File: src/rtl/wmem_lookup_req.sv
// Read client for the wide BRAM app port. It issues tagged lookups, tracks the tags in flight
// and returns {tag, data} through a first-word-fall-through response FIFO.
module wmem_lookup_req #(
  parameter int unsigned WIDTH       = 40,
  parameter int unsigned DEPTH_NBITS = 10,
  parameter int unsigned TAG_NBITS   = 4,
  parameter int unsigned FIFO_NBITS  = 2
) (
  input  logic                   clk,
  input  logic                   rst,
  input  logic                   req_valid,
  input  logic [DEPTH_NBITS-1:0] req_addr,
  input  logic [TAG_NBITS-1:0]   req_tag,
  output logic                   req_ready,
  output logic                   app_mem_rd,
  output logic [DEPTH_NBITS-1:0] app_mem_raddr,
  input  logic                   app_mem_ack,
  input  logic [WIDTH-1:0]       app_mem_rdata,
  output logic                   rsp_valid,
  output logic [TAG_NBITS-1:0]   rsp_tag,
  output logic [WIDTH-1:0]       rsp_data,
  input  logic                   rsp_ready,
  output logic [15:0]            lookup_cnt,
  output logic                   err_unexp_ack
);

  localparam int unsigned D = 1 << FIFO_NBITS;
  localparam logic [FIFO_NBITS+1:0] D_CREDITS = (FIFO_NBITS+2)'(D);

  logic [FIFO_NBITS:0]   in_flight, count;
  logic [FIFO_NBITS-1:0] tq_wr, tq_rd, df_wr, df_rd;
  logic [TAG_NBITS-1:0]  tag_q   [D];
  logic [TAG_NBITS-1:0]  df_tag  [D];
  logic [WIDTH-1:0]      df_data [D];
  logic                  accept, ack_ok, pop;

  // A credit is held from issue until the response is popped, so an ack always finds a free slot.
  assign req_ready = ({1'b0, in_flight} + {1'b0, count}) < D_CREDITS;
  assign accept    = req_valid & req_ready;
  assign ack_ok    = app_mem_ack & (in_flight != '0);
  assign rsp_valid = (count != '0);
  assign pop       = rsp_valid & rsp_ready;
  assign rsp_tag   = rsp_valid ? df_tag[df_rd]  : '0;
  assign rsp_data  = rsp_valid ? df_data[df_rd] : '0;

  always_ff @(posedge clk or posedge rst) begin
    if (rst) begin
      app_mem_rd    <= 1'b0;
      app_mem_raddr <= '0;
      lookup_cnt    <= '0;
      err_unexp_ack <= 1'b0;
      in_flight     <= '0;
      count         <= '0;
      tq_wr         <= '0;
      tq_rd         <= '0;
      df_wr         <= '0;
      df_rd         <= '0;
      for (int unsigned i = 0; i < D; i++) begin
        tag_q[i]   <= '0;
        df_tag[i]  <= '0;
        df_data[i] <= '0;
      end
    end else begin
      app_mem_rd <= accept;
      if (accept) begin
        app_mem_raddr <= req_addr;
        tag_q[tq_wr]  <= req_tag;
        tq_wr         <= tq_wr + FIFO_NBITS'(1);
        lookup_cnt    <= lookup_cnt + 16'd1;
      end
      if (ack_ok) begin
        df_tag[df_wr]  <= tag_q[tq_rd];
        df_data[df_wr] <= app_mem_rdata;
        df_wr          <= df_wr + FIFO_NBITS'(1);
        tq_rd          <= tq_rd + FIFO_NBITS'(1);
      end
      if (app_mem_ack && (in_flight == '0))
        err_unexp_ack <= 1'b1;
      if (pop)
        df_rd <= df_rd + FIFO_NBITS'(1);
      in_flight <= in_flight + (FIFO_NBITS+1)'(accept) - (FIFO_NBITS+1)'(ack_ok);
      count     <= count + (FIFO_NBITS+1)'(ack_ok) - (FIFO_NBITS+1)'(pop);
    end
  end

endmodule

File: config.mk
export PLATFORM = sky130hd
export DESIGN_NAME = wmem_lookup_req
export DESIGN_NICKNAME = d
export VERILOG_FILES = /design/src/rtl/wmem_lookup_req.sv
export SDC_FILE = /design/constraint.sdc
export NUM_CORES = 1
export LEC_CHECK = 0
export CAP_MARGIN = 20
export CORE_AREA = 2 2 132 198
export CTS_CLUSTER_SIZE = 12
export DETAILED_ROUTE_END_ITERATION = 8
export DIE_AREA = 0 0 134 200
export PLACE_DENSITY_LB_ADDON = 0.2
export REMOVE_ABC_BUFFERS = 1
export SYNTH_ARGS = -nofsm -noshare
export SYNTH_HDL_FRONTEND = slang
export SYNTH_SLANG_ARGS = --single-unit
File: constraint.sdc
create_clock -name clk -period 8.7 [get_ports clk]
set_clock_uncertainty 0.05 [all_clocks]
set_input_delay 1.305 -clock clk [delete_from_list [all_inputs] [get_ports clk]]
set_output_delay 1.305 -clock clk [all_outputs]
set_load 0.05 [all_outputs]
==> reports/qor.yml, run 1 <==
yosysSeqAreaShare: 0.5276
clock_path_buffers: 3
grt_max_degree: 140
hold_buffers: 0
synth_common_cells: "dfrtp_1, mux2_4, mux2_2, mux4_2, and2_1"
dr_wl_met2_um: 12490
wire_per_inst_um: 20.68
die_w_um: 134
io_pins: 133
place_congestion: 0.7435
track_usage: 0.1831
worst_pin_slew_ns: 1.001
crit_type: "reg -> out"
synth_top_area_share: 0.5276
async_reset_ff_frac: 1.000
crit_cells: 3
crit_end: "rsp_tag[0]"
reg2reg_from: "count[1]"
synth_area_leaders: "dfrtp_1, mux2_4, mux4_2"
yosys.area.top_type: "dfrtp_1"
cts.sinks: 234
h-tree-depth: 1
fp.dieH_um: 200
numCtsBuffers: 25
route.final.wire_length_um: 23700
synth-edff-count: 0
period_needed_ns: 4.460
clock_tree.root_cell: "clkbuf_16"
required_ns: 7.34
synth_area_mm2: 0.01110
crit_path_start_kind: "flop"
dr.pass1.iters: 4
clk_latency_ns: 0.51
start_util: 0.4446
cp_data_arrival_time_ns: 3.10
area_growth_pct: 20.82
setup_viol: 0
yosys_warnings: 0
crit_path_top_delay_cell: "dfrtp_4"
worst_slack_ns: 4.240
synth-seq-cells: 234
rows: 71
r2r_slack_ns: 5.72
antenna_found_initial: 1
critical-path-top-delay-family: "flip-flops"
grt_overflow: 0
core_region_area_mm2: 0.02496
finalCritPeriodShare: 0.5126
drive_gt1_frac: 0.3721
max-cap-violations: 0
post-place-cells: 1102
hold_slack_ns: 0.4269
die-area_mm2: 0.02680
postCtsSetupRepairBufs: 0
drcViolationCount: 0
postSynthCellCount: 674
grt_pass1_vias: 6917
drtIter0Drc: 287
tns_ns: 0
status: "finished clean"
synth.most_common_cell: "dfrtp_1"
timing.slew.headroom: 0.3324
crit_buf_inv: 1
slowest_delay_ns: 1.08
pre_cts_ws_ns: 4.679
cts_tree: "yes"
synth.distinct_cells: 33
vias: 5999
worstPathMaxFanout: 46
slew_viol_final: 0
startpoint: "df_rd[0]"
fmax_mhz: 224.2
fin_nets: 878
clk_transition_reported_paths_ns: 0.06
ant_nets: 0
hpwl_um: 14490
crit_path_end_kind: "primary output"
dominantRegCellSynth: "dfrtp_1"
grt_first_pass_wirelength_um: 38630
top_layer_used: "met5"
vias_per_cell: 5.235
io_buffers: 132
ff2ff_path_depth: 8
syn_avg_cell_area_um2: 16.47
hold_path_class: "reg -> reg"
rr_endpoint: "count[2]"
finalNonFillerCells: 1146
rsz0062_at_grt: "false"
route.met3.wl_um: 918
final.fill_count: 2051
wl_met1_um: 9924
crit_path_cell_trace: "mux4_2 > and2_1 > clkdlybuf4s50_1"
final_hold_viol_count: 0
cts.repair.resized: 0
==> per-layer routing <==
layer	track usage	vias up
met2	0.3297	115
met1	0.2312	3204
met4	0.04255	2
li1	-	2652
met5	0	-
met3	0.03131	26
==> cells by family (layout without fill, tap and decap cells) <==
kind of cell	count (synthesis)	after routing	share of synthesized area
AOI/OAI and AO/OA	3	3	0.001579
xor gates and xnor gates	25	25	0.01973
adders and majority gates	17	17	0.02052
buffers and inverters	50	193	0.03066
DFF	234	234	0.5276
muxes	251	251	0.3467
other	0	1	0
and+or+nand+nor	94	94	0.05321
==> flip-flops by register name, indices dropped and copies added (netlist names) <==
name,count
tq_wr,2
df_tag,16
count,3
app_mem_rd,1
tag_q,16
df_wr,2
app_mem_raddr,10
lookup_cnt,16
err_unexp_ack,1
in_flight,3
df_rd,2
tq_rd,2
df_data,160
==> final cells by class <==
| type | count | area (µm²) | area share |
|---|---|---|---|
| flip-flops and latches | 234 | 5861 | 0.4371 |
| clock buffers | 39 | 728.2 | 0.05431 |
| clock inverters | 3 | 65.06 | 0.004852 |
| repair buffers | 136 | 1371 | 0.1023 |
| inverters | 15 | 65.06 | 0.004852 |
| multi-input cells | 390 | 4906 | 0.3659 |
| diodes | 1 | 2.502 | 0.0001866 |
| well taps | 328 | 410.4 | 0.03061 |
==> worst min path at each step <==
stage                        from             to  slack, ns  cells past startpoint
floorplan               df_tag[4]      df_tag[4]       0.42                      1
global placement    err_unexp_ack  err_unexp_ack       0.39                      1
detailed placement  err_unexp_ack  err_unexp_ack       0.40                      1
CTS                 err_unexp_ack  err_unexp_ack       0.42                      1
global route        err_unexp_ack  err_unexp_ack       0.45                      1
finish              err_unexp_ack  err_unexp_ack       0.43                      1
==> placed cells by master (no fill, tap or decap), types with 5 or more instances in the layout <==
master,netlist,layout
dfrtp_1,234,232
clkdlybuf4s50_1,0,132
mux2_4,128,128
mux2_2,75,75
mux4_2,48,48
and2_1,45,45
clkbuf_16,0,25
ha_1,15,15
inv_1,14,13
xnor2_1,13,13
nand2_1,13,12
xor2_1,12,12
clkbuf_1,7,9
nand2_4,6,6
nor2_1,6,6
nand3_1,5,5
clkbuf_8,0,5
==> per-stage QoR <==
step / utilization / cell area [µm²]
floorplan: - / 10820
global placement: 0.5042 / 12590
detailed placement: 0.5042 / 12590
CTS: 0.5360 / 13380
global route: 0.5371 / 13410
finish: 0.5372 / 13410
Power of run 1 is not shown: default switching activity piles up to over one toggle a cycle in this logic, so the estimate is an artifact.
==> inputs of run 2 (changes only) <==
==> constraint.sdc (replaced) <==
create_clock -name clk -period 3.8 [get_ports clk]
set_clock_uncertainty 0.05 [all_clocks]
set_input_delay 0.57 -clock clk [delete_from_list [all_inputs] [get_ports clk]]
set_output_delay 0.57 -clock clk [all_outputs]
set_load 0.05 [all_outputs]
==> run 2 against run 1 <==
  * Global-route usage about the same
  * Setup slack worse by 4.0 ns
  * Utilization up 0.26 points
  * Die area unchanged
  * Sequential share of layout area down 0.21 points
==> reports/qor.yml, run 2 (same netlist as run 1, synthesis figures left out) <==
worst_slack_ns: 0.2655  # was 4.240 ns
die-area_mm2: 0.02680  # unchanged
drcViolationCount: 0  # unchanged
clock_tree.root_cell: "clkbuf_16"  # unchanged
place_congestion: 0.7783  # was 0.7435
drtIter0Drc: 247  # was 287
area_growth_pct: 21.41  # was 20.82%
hold_buffers: 0  # unchanged
io_pins: 133  # unchanged
setup_viol: 0  # unchanged
pre_cts_ws_ns: 0.7458  # was 4.679 ns
crit_path_start_kind: "flop"  # unchanged
vias: 6020  # was 5,999
crit_path_end_kind: "primary output"  # unchanged
period_needed_ns: 3.534
clk_transition_reported_paths_ns: 0.06  # about the same
io_buffers: 132  # unchanged
worstPathMaxFanout: 37  # was 46
tns_ns: 0  # unchanged
final_util: 0.5398  # was 0.5372
largest-register: "df_data"  # unchanged
ff2ff_path_depth: 8  # unchanged
timing.slew.headroom: 0.3423  # was 0.3324
required_ns: 3.18  # was 7.34 ns
fmax_mhz: 282.9
hpwl_um: 14980  # was 14,490 µm
slew_viol_final: 0  # unchanged
wire_per_inst_um: 20.32  # was 20.68 µm
fin_nets: 887  # was 878
fp.dieH_um: 200  # unchanged
final_cell_mix: "dfrtp_1, clkdlybuf4s50_1, mux2_4"  # unchanged
clk_latency_ns: 0.51  # about the same
die_w_um: 134  # unchanged
dr.pass1.iters: 5  # was 4
hold_depth: 1  # unchanged
slowest_delay_ns: 0.70  # was 1.08 ns
crit_path_top_delay_cell: "clkdlybuf4s50_1"  # was dfrtp_4
drive_gt1_frac: 0.3806  # was 0.3721
status: "finished clean"  # unchanged
grt_first_pass_wirelength_um: 39040  # was 38,630 µm
route.final.wire_length_um: 23430  # was 23,700 µm
largest_reg_flops: 160  # unchanged
grt_max_degree: 135  # was 140
grt_pass1_vias: 7100  # was 6,917
design_area_mm2: 0.01347  # was 0.01341 mm²
final_hold_viol_count: 0  # unchanged
hold_path_class: "reg -> reg"  # unchanged
hold_path_end: "err_unexp_ack"  # unchanged
crit_path_cell_trace: "buf_12 > mux4_2 > and2_1 > clkdlybuf4s50_1"  # was mux4_2 > and2_1 > clkdlybuf4s50_1
postCtsSetupRepairBufs: 0  # unchanged
cp_data_arrival_time_ns: 2.91  # was 3.10 ns
core_region_area_mm2: 0.02496  # unchanged
antenna_found_initial: 1  # unchanged
rsz0062_at_grt: "false"  # unchanged
vias_per_cell: 5.221  # was 5.235
cts.repair.resized: 0  # unchanged
clock_path_buffers: 3  # unchanged
r2r_slack_ns: 0.82  # was 5.72 ns
cts_tree: "yes"  # unchanged
worstHoldStart: "err_unexp_ack"  # unchanged
dpl_cell_area_mm2: 0.01271  # was 0.01259 mm²
grt_overflow: 0  # unchanged
max-cap-violations: 0  # unchanged
rr_endpoint: "count[2]"  # unchanged
final.fill_count: 2016  # was 2,051
antenna_cells: 0  # was 1
rows: 71  # unchanged
crit_type: "reg -> out"  # unchanged
worst_pin_slew_ns: 0.9866  # was 1.001 ns
h-tree-depth: 1  # unchanged
ant_nets: 0  # unchanged
layout_commonest_cell: "dfrtp_1"  # unchanged
cts.sinks: 234  # unchanged
finalCritPeriodShare: 0.9301
reg2reg_from: "count[1]"  # unchanged
numCtsBuffers: 25  # unchanged
start_util: 0.4446  # unchanged
track_usage: 0.1836  # was 0.1831
==> run 2: how the worst max path moves through the flow <==
stage,start,to,slack [ns]
after floorplan,rst,app_mem_raddr[0],-3.24
after global placement,df_rd[0],rsp_data[38],0.75
after detailed placement,df_rd[0],rsp_data[38],0.75
after CTS,df_rd[0],rsp_data[38],0.18
after global routing,df_rd[0],rsp_data[38],0.13
final,df_rd[0],rsp_data[38],0.27
==> run 2: critical path: cells and delay by family, from the launching register on <==
kind	cells	cell delay (ns)
DFF	1	0.56
and+or+nand+nor	1	0.18
buffers and inverters	2	1.04
muxes	1	0.59
==> run 2: layout make-up <==
| class | instances | area [µm²] | share of cell area |
|---|---|---|---|
| clock inverters | 5 | 56.30 | 0.004179 |
| clock buffers | 36 | 706.9 | 0.05247 |
| multi-input cells | 390 | 4906 | 0.3641 |
| well taps | 328 | 410.4 | 0.03046 |
| flip-flops and latches | 234 | 5861 | 0.4350 |
| inverters | 15 | 65.06 | 0.004829 |
| repair buffers | 145 | 1469 | 0.1090 |
==> run 2: metal layers <==
metal | GRT usage | routed length, µm | vias up
li1 | - | - | 2688
met1 | 0.2293 | 9682 | 3181
met2 | 0.3368 | 12440 | 120
met3 | 0.03030 | 967 | 29
met4 | 0.03743 | 331 | 2
met5 | 0 | 10 | -
==> run 2: through the flow <==
| stage | cells | hold slack (ns) |
|---|---|---|
| 6_report | 1153 | 0.4205 |
| 5_1_grt | 1153 | 0.4389 |
| 4_1_cts | 1153 | 0.4234 |
| 3_3_place_gp | 1112 | 0.3946 |
| 2_1_floorplan | 639 | 0.4240 |
| 3_5_place_dp | 1112 | 0.4010 |
Power of run 2 is left out for the same reason.
==> inputs of run 3 (changes only) <==
--- a/config.mk
+++ b/config.mk
@@ -12,6 +12,7 @@
 export DIE_AREA = 0 0 134 200
 export PLACE_DENSITY_LB_ADDON = 0.2
 export REMOVE_ABC_BUFFERS = 1
+export SLEW_MARGIN = 20
 export SYNTH_ARGS = -nofsm -noshare
 export SYNTH_HDL_FRONTEND = slang
 export SYNTH_SLANG_ARGS = --single-unit
==> results of run 3 <==
The final DEF is identical to that of run 2; final timing and power are the same.
Power of run 3 is left out for the same reason.
